$ cat src/rtl/mips_wb_pkg.sv
// Shared widths and the pending-write entry type for the MIPS writeback queue.
//   REG_W     : register address width
//   DATA_W    : register data width
//   DEPTH_DEF : default number of pending-write entries
//   COUNT_W   : width of the pending_count output (holds 0..16)
package mips_wb_pkg;

   localparam int unsigned REG_W     = 5;
   localparam int unsigned DATA_W    = 32;
   localparam int unsigned DEPTH_DEF = 4;
   localparam int unsigned COUNT_W   = 5;

   typedef struct packed {
      logic              valid;
      logic [REG_W-1:0]  wreg;
      logic [DATA_W-1:0] data;
   } wb_entry_t;

endpackage

$ cat src/rtl/mips_wb_fifo.sv
// Circular storage for pending register writes.
//   clk, rst_n           : clock, async active-low reset
//   push, push_reg/data  : enqueue one entry at the write pointer
//   pop                  : retire the entry at the read pointer
//   entries_o            : all slots (valid bit marks live entries)
//   rd_ptr_o             : index of the oldest entry
//   count_o              : number of live entries
module mips_wb_fifo
   import mips_wb_pkg::*;
#(
   parameter int unsigned DEPTH = DEPTH_DEF
) (
   input  logic                         clk,
   input  logic                         rst_n,
   input  logic                         push,
   input  logic [REG_W-1:0]             push_reg,
   input  logic [DATA_W-1:0]            push_data,
   input  logic                         pop,
   output wb_entry_t [DEPTH-1:0]        entries_o,
   output logic [$clog2(DEPTH)-1:0]     rd_ptr_o,
   output logic [COUNT_W-1:0]           count_o
);

   localparam int unsigned PTR_W = $clog2(DEPTH);

   wb_entry_t          mem_q [DEPTH];
   wb_entry_t          mem_d [DEPTH];
   logic [PTR_W-1:0]   rd_ptr_q, rd_ptr_d;
   logic [PTR_W-1:0]   wr_ptr_q, wr_ptr_d;
   logic [COUNT_W-1:0] count_q, count_d;

   // Next-state: pointers wrap naturally because DEPTH is a power of two.
   always_comb begin
      mem_d    = mem_q;
      rd_ptr_d = rd_ptr_q;
      wr_ptr_d = wr_ptr_q;
      if (pop) begin
         mem_d[rd_ptr_q].valid = 1'b0;
         rd_ptr_d              = rd_ptr_q + PTR_W'(1);
      end
      if (push) begin
         mem_d[wr_ptr_q] = '{valid: 1'b1, wreg: push_reg, data: push_data};
         wr_ptr_d        = wr_ptr_q + PTR_W'(1);
      end
      count_d = count_q + COUNT_W'(push) - COUNT_W'(pop);
   end

   always_ff @(posedge clk or negedge rst_n) begin
      if (!rst_n) begin
         for (int unsigned i = 0; i < DEPTH; i++) begin
            mem_q[i] <= '0;
         end
         rd_ptr_q <= '0;
         wr_ptr_q <= '0;
         count_q  <= '0;
      end else begin
         mem_q    <= mem_d;
         rd_ptr_q <= rd_ptr_d;
         wr_ptr_q <= wr_ptr_d;
         count_q  <= count_d;
      end
   end

   always_comb begin
      for (int unsigned i = 0; i < DEPTH; i++) begin
         entries_o[i] = mem_q[i];
      end
   end

   assign rd_ptr_o = rd_ptr_q;
   assign count_o  = count_q;

endmodule

$ cat src/rtl/mips_writeback_queue.sv
// Writeback queue between ALU / load unit and the register file.
//   alu_*/mem_*        : result offers (valid/ready); load unit has priority
//   signal_reg_write,
//   write_reg/data     : head entry, committed and retired every edge it is shown
//   lookup_reg_k       : operand addresses; lookup_hit_k/data_k report the
//                        youngest pending write to that register
//   pending_count      : live entry count
module mips_writeback_queue
   import mips_wb_pkg::*;
#(
   parameter int unsigned DEPTH = DEPTH_DEF
) (
   input  logic               clk,
   input  logic               rst_n,
   input  logic               alu_valid,
   input  logic [REG_W-1:0]   alu_reg,
   input  logic [DATA_W-1:0]  alu_data,
   output logic               alu_ready,
   input  logic               mem_valid,
   input  logic [REG_W-1:0]   mem_reg,
   input  logic [DATA_W-1:0]  mem_data,
   output logic               mem_ready,
   output logic               signal_reg_write,
   output logic [REG_W-1:0]   write_reg,
   output logic [DATA_W-1:0]  write_data,
   input  logic [REG_W-1:0]   lookup_reg_1,
   input  logic [REG_W-1:0]   lookup_reg_2,
   output logic               lookup_hit_1,
   output logic               lookup_hit_2,
   output logic [DATA_W-1:0]  lookup_data_1,
   output logic [DATA_W-1:0]  lookup_data_2,
   output logic [COUNT_W-1:0] pending_count
);

   localparam int unsigned PTR_W = $clog2(DEPTH);

   wb_entry_t [DEPTH-1:0] entries;
   logic [PTR_W-1:0]      rd_ptr;
   logic                  full_c;
   logic                  mem_fire_c;
   logic                  alu_fire_c;
   logic                  push_c;
   logic                  pop_c;
   logic [REG_W-1:0]      push_reg_c;
   logic [DATA_W-1:0]     push_data_c;
   logic [PTR_W-1:0]      idx_c;

   // Arbitration: no refill while full, even if the head retires this edge.
   assign full_c     = (pending_count == COUNT_W'(DEPTH));
   assign mem_ready  = !full_c;
   assign alu_ready  = !full_c && !mem_valid;
   assign mem_fire_c = mem_valid && mem_ready;
   assign alu_fire_c = alu_valid && alu_ready;

   // Writes to r0 are accepted and dropped.
   assign push_reg_c  = mem_fire_c ? mem_reg  : alu_reg;
   assign push_data_c = mem_fire_c ? mem_data : alu_data;
   assign push_c      = (mem_fire_c && (mem_reg != '0)) || (alu_fire_c && (alu_reg != '0));
   assign pop_c       = (pending_count != '0);

   mips_wb_fifo #(.DEPTH(DEPTH)) u_fifo (
      .clk       (clk),
      .rst_n     (rst_n),
      .push      (push_c),
      .push_reg  (push_reg_c),
      .push_data (push_data_c),
      .pop       (pop_c),
      .entries_o (entries),
      .rd_ptr_o  (rd_ptr),
      .count_o   (pending_count)
   );

   // Register-file port shows the head while anything is pending.
   assign signal_reg_write = pop_c;
   assign write_reg        = pop_c ? entries[rd_ptr].wreg : '0;
   assign write_data       = pop_c ? entries[rd_ptr].data : '0;

   // Walk oldest to youngest so the last match is the youngest.
   always_comb begin
      lookup_hit_1  = 1'b0;
      lookup_hit_2  = 1'b0;
      lookup_data_1 = '0;
      lookup_data_2 = '0;
      idx_c         = '0;
      for (int unsigned k = 0; k < DEPTH; k++) begin
         idx_c = rd_ptr + PTR_W'(k);
         if (entries[idx_c].valid && (lookup_reg_1 != '0) && (entries[idx_c].wreg == lookup_reg_1)) begin
            lookup_hit_1  = 1'b1;
            lookup_data_1 = entries[idx_c].data;
         end
         if (entries[idx_c].valid && (lookup_reg_2 != '0) && (entries[idx_c].wreg == lookup_reg_2)) begin
            lookup_hit_2  = 1'b1;
            lookup_data_2 = entries[idx_c].data;
         end
      end
   end

endmodule

$ cat config.mk
export PLATFORM = sky130hd
export DESIGN_NAME = mips_writeback_queue
export DESIGN_NICKNAME = d
export VERILOG_FILES = /design/src/rtl/mips_wb_pkg.sv /design/src/rtl/mips_wb_fifo.sv /design/src/rtl/mips_writeback_queue.sv
export SDC_FILE = /design/constraint.sdc
export NUM_CORES = 1
export LEC_CHECK = 0
export CAP_MARGIN = 20
export CELL_PAD_IN_SITES_DETAIL_PLACEMENT = 0
export CELL_PAD_IN_SITES_GLOBAL_PLACEMENT = 2
export CORE_ASPECT_RATIO = 0.6
export CORE_MARGIN = 5
export CORE_UTILIZATION = 38
export CTS_CLUSTER_DIAMETER = 200
export DETAILED_ROUTE_END_ITERATION = 12
export PLACE_DENSITY_LB_ADDON = 0.1
export SYNTH_ARGS = -nofsm -noshare
export SYNTH_HDL_FRONTEND = slang
export SYNTH_HIERARCHICAL = 1
export SYNTH_SLANG_ARGS = --single-unit
$ cat constraint.sdc
create_clock -name clk -period 4.6 [get_ports clk]
set_input_delay 0.92 -clock clk [delete_from_list [all_inputs] [get_ports clk]]
set_output_delay 0.92 -clock clk [all_outputs]
set_load 0.05 [all_outputs]
-- Word level (Yosys, flattened, before mapping)
Index checks and enable logic that the tools add are counted.
- register bits: 161
- bits of input ports: 88
- output and inout port bits: 111
- word-level logic and storage cells: 107
- add/sub/neg operators: 6
- order comparisons: 8
- equality and inequality tests: 9
- multiplexer cells: 36
- bitwise logic cells: 2
- reduce and logical (&&, ||, !) cells: 31
- operators by type and width (kind ; number):
    $mux 32 ; 10
    $bmux 38 s2 ; 4
    $bwmux 152 ; 2
    $mux 152 ; 2
    $mux 38 ; 6
    $demux 38 s2 ; 2
    $eq 5x5->1 ; 8
    $reduce_bool 5->1 ; 5
    $logic_and 1x1->1 ; 23
    $lt 2x3->1 const B ; 4
    $mux 5 ; 2
    $mux 1 ; 8
    $ge 3x3->1 const B ; 2
    $lt 3x1->1 const B ; 2
    $not 2->3 ; 2
    $add 5x1->5 ; 1
    $eq 5x3->1 const B ; 1
    $sub 5x1->5 ; 1
    $add 2x1->2 const B ; 2
    $add 2x2->2 const B ; 2
    $logic_not 1->1 ; 2
    $logic_or 1x1->1 ; 1

-- Logic depth before layout (Yosys ltp)
- depth in word-level cells: 9
- mapped depth: 13
- gate-level depth less buffers: 11

-- Cells and area by module
Netlist, hierarchy kept.
- modules (own cells, without submodules) (module ; instances ; cells each ; area each (um^2) ; seq. area each (um^2)):
    mips_writeback_queue ; 1 ; 930 ; 6847.8 ; 0.0
    mips_wb_fifo ; 1 ; 385 ; 6546.3 ; 4028.9

-- Least setup slack after synthesis
No wires, ideal clock.
- path kind: flip-flop to output port
- start: register u_fifo.rd_ptr_q[0], in the netlist u_fifo/rd_ptr_o[0]
- end: output lookup_data_1[30]
- arrival time: 3.512 ns
- required time: 3.680 ns
- path slack: 0.168 ns
- cell stages (with the launch flop): 10
- buffers on the path: 3
- cells stage by stage: dfrtp_1 buf_6 buf_12 mux4_2 xnor2_1 nor4_4 nor4b_4 buf_2 a31oi_1 a221oi_1
- longest elaborated chain between the ends: 8
- elaborated cells on any way between the ends: 27
- classes of those cells: add/sub (3); eq/ne (4); mux (12); reduce/logical (8)
- RTL lines (what ; line ; RTL):
    start, declared ; mips_wb_fifo.sv:28 ; logic [PTR_W-1:0] rd_ptr_q, rd_ptr_d;
    start signal, assigned ; mips_wb_fifo.sv:58 ; rd_ptr_q <= rd_ptr_d;
    $add 2x1->2 / $bmux 38 s2 (equally long branches) ; mips_writeback_queue.sv:86, mips_writeback_queue.sv:87, mips_writeback_queue.sv:89 ;
    $bmux 38 s2 / $mux 38 (equally long branches) ; mips_writeback_queue.sv:87, mips_writeback_queue.sv:89 ;
    $mux 38 (not written as such), or another cell as far along ; mips_writeback_queue.sv:89 ; lookup_data_1 = entries[idx_c].data;
    $eq 5x5->1 / $logic_and 1x1->1 (equally long branches) ; mips_writeback_queue.sv:87 ; if (entries[idx_c].valid && (lookup_reg_1 != '0) && (entries[idx_c].wreg == lookup_reg_1)) begin
    $logic_and 1x1->1 / $mux 32 (equally long branches) ; mips_writeback_queue.sv:87 ;
    $mux 32 (2 in series) ; mips_writeback_queue.sv:87 ;
    $mux 32 (*) ; mips_writeback_queue.sv:87 ;
    end, declared ; mips_writeback_queue.sv:30 ; output logic [DATA_W-1:0] lookup_data_1,
Mark *: on every way between the ends. The rest lies on a longest branch, timed or not. The select of a mux whose other input is x is not followed.

-- Worst setup path in the final report
- start: register u_fifo.rd_ptr_q[0], in the netlist u_fifo/rd_ptr_o[0]
- end: output lookup_data_2[9]
- longest elaborated chain between the ends: 8
- elaborated cells on any way between the ends: 27
- classes of those cells: add/sub (3); eq/ne (4); mux (12); reduce/logical (8)
- RTL lines (what ; line ; RTL):
    $add 2x1->2 / $bmux 38 s2 (equally long branches) ; mips_writeback_queue.sv:86, mips_writeback_queue.sv:91, mips_writeback_queue.sv:93 ;
    $bmux 38 s2 / $mux 38 (equally long branches) ; mips_writeback_queue.sv:91, mips_writeback_queue.sv:93 ;
    $mux 38 (not written as such), or another cell as far along ; mips_writeback_queue.sv:93 ; lookup_data_2 = entries[idx_c].data;
    $eq 5x5->1 / $logic_and 1x1->1 (equally long branches) ; mips_writeback_queue.sv:91 ; if (entries[idx_c].valid && (lookup_reg_2 != '0) && (entries[idx_c].wreg == lookup_reg_2)) begin
    $logic_and 1x1->1 / $mux 32 (equally long branches) ; mips_writeback_queue.sv:91 ;
    $mux 32 (2 in series) ; mips_writeback_queue.sv:91 ;
    $mux 32 (*) ; mips_writeback_queue.sv:91 ;
    end, declared ; mips_writeback_queue.sv:31 ; output logic [DATA_W-1:0] lookup_data_2,
Marks and branches as above.

==> out/metrics.csv <==
stage,metric,value,unit
run_status,outcome,completed,
die,Initial Util,0.3840,
setup_path,worst reg-to-reg path cell count,12,
clocking,Max H-tree Level,4,
synth,"Top FF cell, synth",dfrtp_1,
clocking,total CTS buffers,17,
synth,synthesized netlist cell count,1315,
drt,Post-Route WL,46.04,mm
die,cell row count,53,
cells_and_area,Nets,1588,
synth,Synth area leader,dfrtp_1,
synth,cell area after synthesis,13390,sq um
setup_path,crit path DAT,3.59,ns
sta,maximum clock frequency,221.7,MHz
setup_path,Worst setup SP type,register,
job,max-cap violations,0,
drt,Starting DRT DRC Count,874,
clocking,CTS Hold Bufs,0,
worst_hold_path,hold crit path type,in2async,
synth,"Async S/R FF share, synth",1.000,
synth,Synth Register Bits,161,
drt,residual DRC count,0,
drt,Routed Antenna Nets,0,
cells_and_area,ANT cells,0,
grt,antenna violations before repair,0,
die,Ports,199,
sta,final count of negative-setup-slack endpoints,0,
drt,drt first pass iters,5,
setup_path,reg2reg start,u_fifo/count_o[1]$_DFF_PN0_,
setup_path,"Req. time, crit path",3.68,ns
drt,Avg WL per Cell,23.42,microns
synth,"EDFF count, synth",0,
die,die width,252.4,microns
placed_design,I/O Buffers,198,
die,Core ar.,34880,sq um
synth,synth warn,6,
grt,Tot GR Track Use,0.2282,
sta,setup ws final,0.08922,ns
sta,skew final,0.01832,ns
sta,Least-Margin Pin Slew,0.8016,ns
setup_path,critical path endpoint category,output port,
placed_design,GPL Wtd Cong,0.8278,
drt,via count,11030,
setup_path,internal reg-to-reg setup slack,1.21,ns
grt,vias in the first global route,11070,
clocking,clock latency on the worst-skew pair,0.45,ns
synth,Mapped Avg Cell Area,10.19,sq um
synth,Synth cell types,56,
drt,number of vias per cell,5.609,
cells_and_area,share of cells above drive strength 1,0.3215,
grt,pin count of the biggest net entering global routing,78,
synth,synth top area cells,"dfrtp_1 (30%), mux2_2 (15%), mux2i_1 (9.9%)",
clocking,clk slew on worst S/H paths,0.07,ns
sta,Final min period,4.511,ns
setup_path,WS Path Type,reg2out,
clocking,CTS root buf,clkbuf_16,
clocking,clock sinks,161,
setup_path,Crit. Startpoint,u_fifo/rd_ptr_o[0]$_DFFE_PN0P_,
cells_and_area,fin util,0.5031,
placed_design,DP Wirelength,30.10,mm
sta,Slew Limit Headroom,0.4656,
sta,final hold vios,0,
die,die area,39230,sq um
sta,RSZ-0062 raised after global routing,false,
clocking,TritonCTS clock tree,yes,
die,Die H,155.4,microns
sta,Tcrit/Tclk final,0.9806,
clocking,CTS Buffer Depth,2,
placed_design,Setup WS pre-CTS,0.04564,ns
synth,top-area cell type share of the netlist area,0.3008,
grt,"Remaining Overflow, GRT",0,
sta,Sum Neg Setup Slack,0,ns
grt,first-pass GRT wire length,69.24,mm
sta,Slew Limit Fails,0,
setup_path,"Max FO, Critical Path",14,
synth,syn_nets,1417,
cells_and_area,area growth from synthesis to layout,31.01,%
synth,post-synthesis sequential area ratio,0.3008,
setup_path,Worst R2R End,u_fifo/count_o[4]$_DFF_PN0_,
[metrics by stage]
stage	cells	hold slack, ns	cell area (sq um)
final	1966	0.4951	17550
after global routing	1966	0.5327	17550
after CTS	1960	0.5015	17410
after detailed placement	1923	0.5108	16760
after global placement	1923	0.4998	16760
after floorplan	1315	0.4744	13390
[critical path: stages, from the launching register on]
cell and delay (ns):
dfrtp_4 0.52, buf_12 0.16, buf_4 0.16, mux4_2 0.47, xnor2_1 0.17, nand4_1 0.27, or2_2 0.47, buf_4 0.25
o221ai_1 0.23, a22o_1 0.26, buf_12 0.16
[worst max-delay path by stage]
stage | endpoint | slack [ns]
final | lookup_data_2[9] | 0.09
after global routing | lookup_data_2[11] | 0.008
after CTS | lookup_data_2[30] | 0.03
after detailed placement | lookup_data_1[10] | 0.05
after global placement | lookup_data_1[10] | 0.10
after floorplan | lookup_data_1[30] | 0.17
[cells in the final DEF, fill, tap and decap left out, drive strengths merged, types with 7 or more instances in the layout]
cell type,count
mux2,249
ha,13
nor3,33
nor2b,10
inv,51
xnor2,33
dfrtp,161
clkbuf,20
a22o,27
a31oi,31
a21oi,37
buf,140
nand2,103
clkinv,7
o21ai,63
and3,27
mux4,21
a211oi,28
xor2,11
o221ai,27
nor4,7
clkdlybuf4s50,131
nor2,84
mux2i,133
[registers in the layout (all words and copies together) (netlist names)]
name / cells
u_fifo/rd_ptr_o: 2
u_fifo/wr_ptr_q: 2
u_fifo/count_o: 5
u_fifo/entries_o: 152
[timing repair]
| action | 4_1_cts | 5_1_grt |
|---|---|---|
| pin swaps | 2 | 3 |
| setup endpoints to repair | 50 | 9 |
| buffers inserted | 4 | 3 |
| gates resized for setup | 3 | 7 |
| cloned | 1 | 2 |
[cell families after synthesis]
family	Yosys count	synth area share
XOR/XNOR	44	0.02877
AND/OR/NAND/NOR	287	0.1034
flip-flops	161	0.3008
multiplexers	403	0.3653
AO/OA/AOI/OAI	238	0.1250
adder cells (fa/ha/maj)	14	0.01364
buffers and inverters	168	0.06306
[per-layer routing]
| metal | routed length [microns] | track usage |
|---|---|---|
| met1 | 23050 | 0.3378 |
| met5 | 0 | 0 |
| met2 | 20120 | 0.3493 |
| met4 | 528 | 0.05062 |
| met3 | 2343 | 0.04043 |
[synthesized netlist by cell type, drive strengths merged (7+ instances only)]
| cell type | number |
|---|---|
| mux2i | 133 |
| nor2 | 83 |
| a211oi | 28 |
| a22o | 27 |
| and3 | 27 |
| buf | 62 |
| a31oi | 31 |
| o221ai | 27 |
| inv | 46 |
| xnor2 | 33 |
| clkbuf | 60 |
| a21oi | 37 |
| nor2b | 10 |
| xor2 | 11 |
| ha | 13 |
| mux4 | 21 |
| o21ai | 63 |
| mux2 | 249 |
| nor3 | 33 |
| nor4 | 7 |
| dfrtp | 161 |
| nand2 | 103 |
[layout make-up]
cell class	count	area [sq um]
Clock buffer	18	429.2
Clock inverter	14	153.9
Fill cell	3187	17330
Inverter	46	177.7
Multi-Input combinational cell	987	8640
Sequential cell	161	4036
Tap cell	467	584.3
Timing Repair Buffer	273	3527
Power is not shown: default switching activity piles up to over one toggle a cycle in this logic, so the estimate is an artifact.
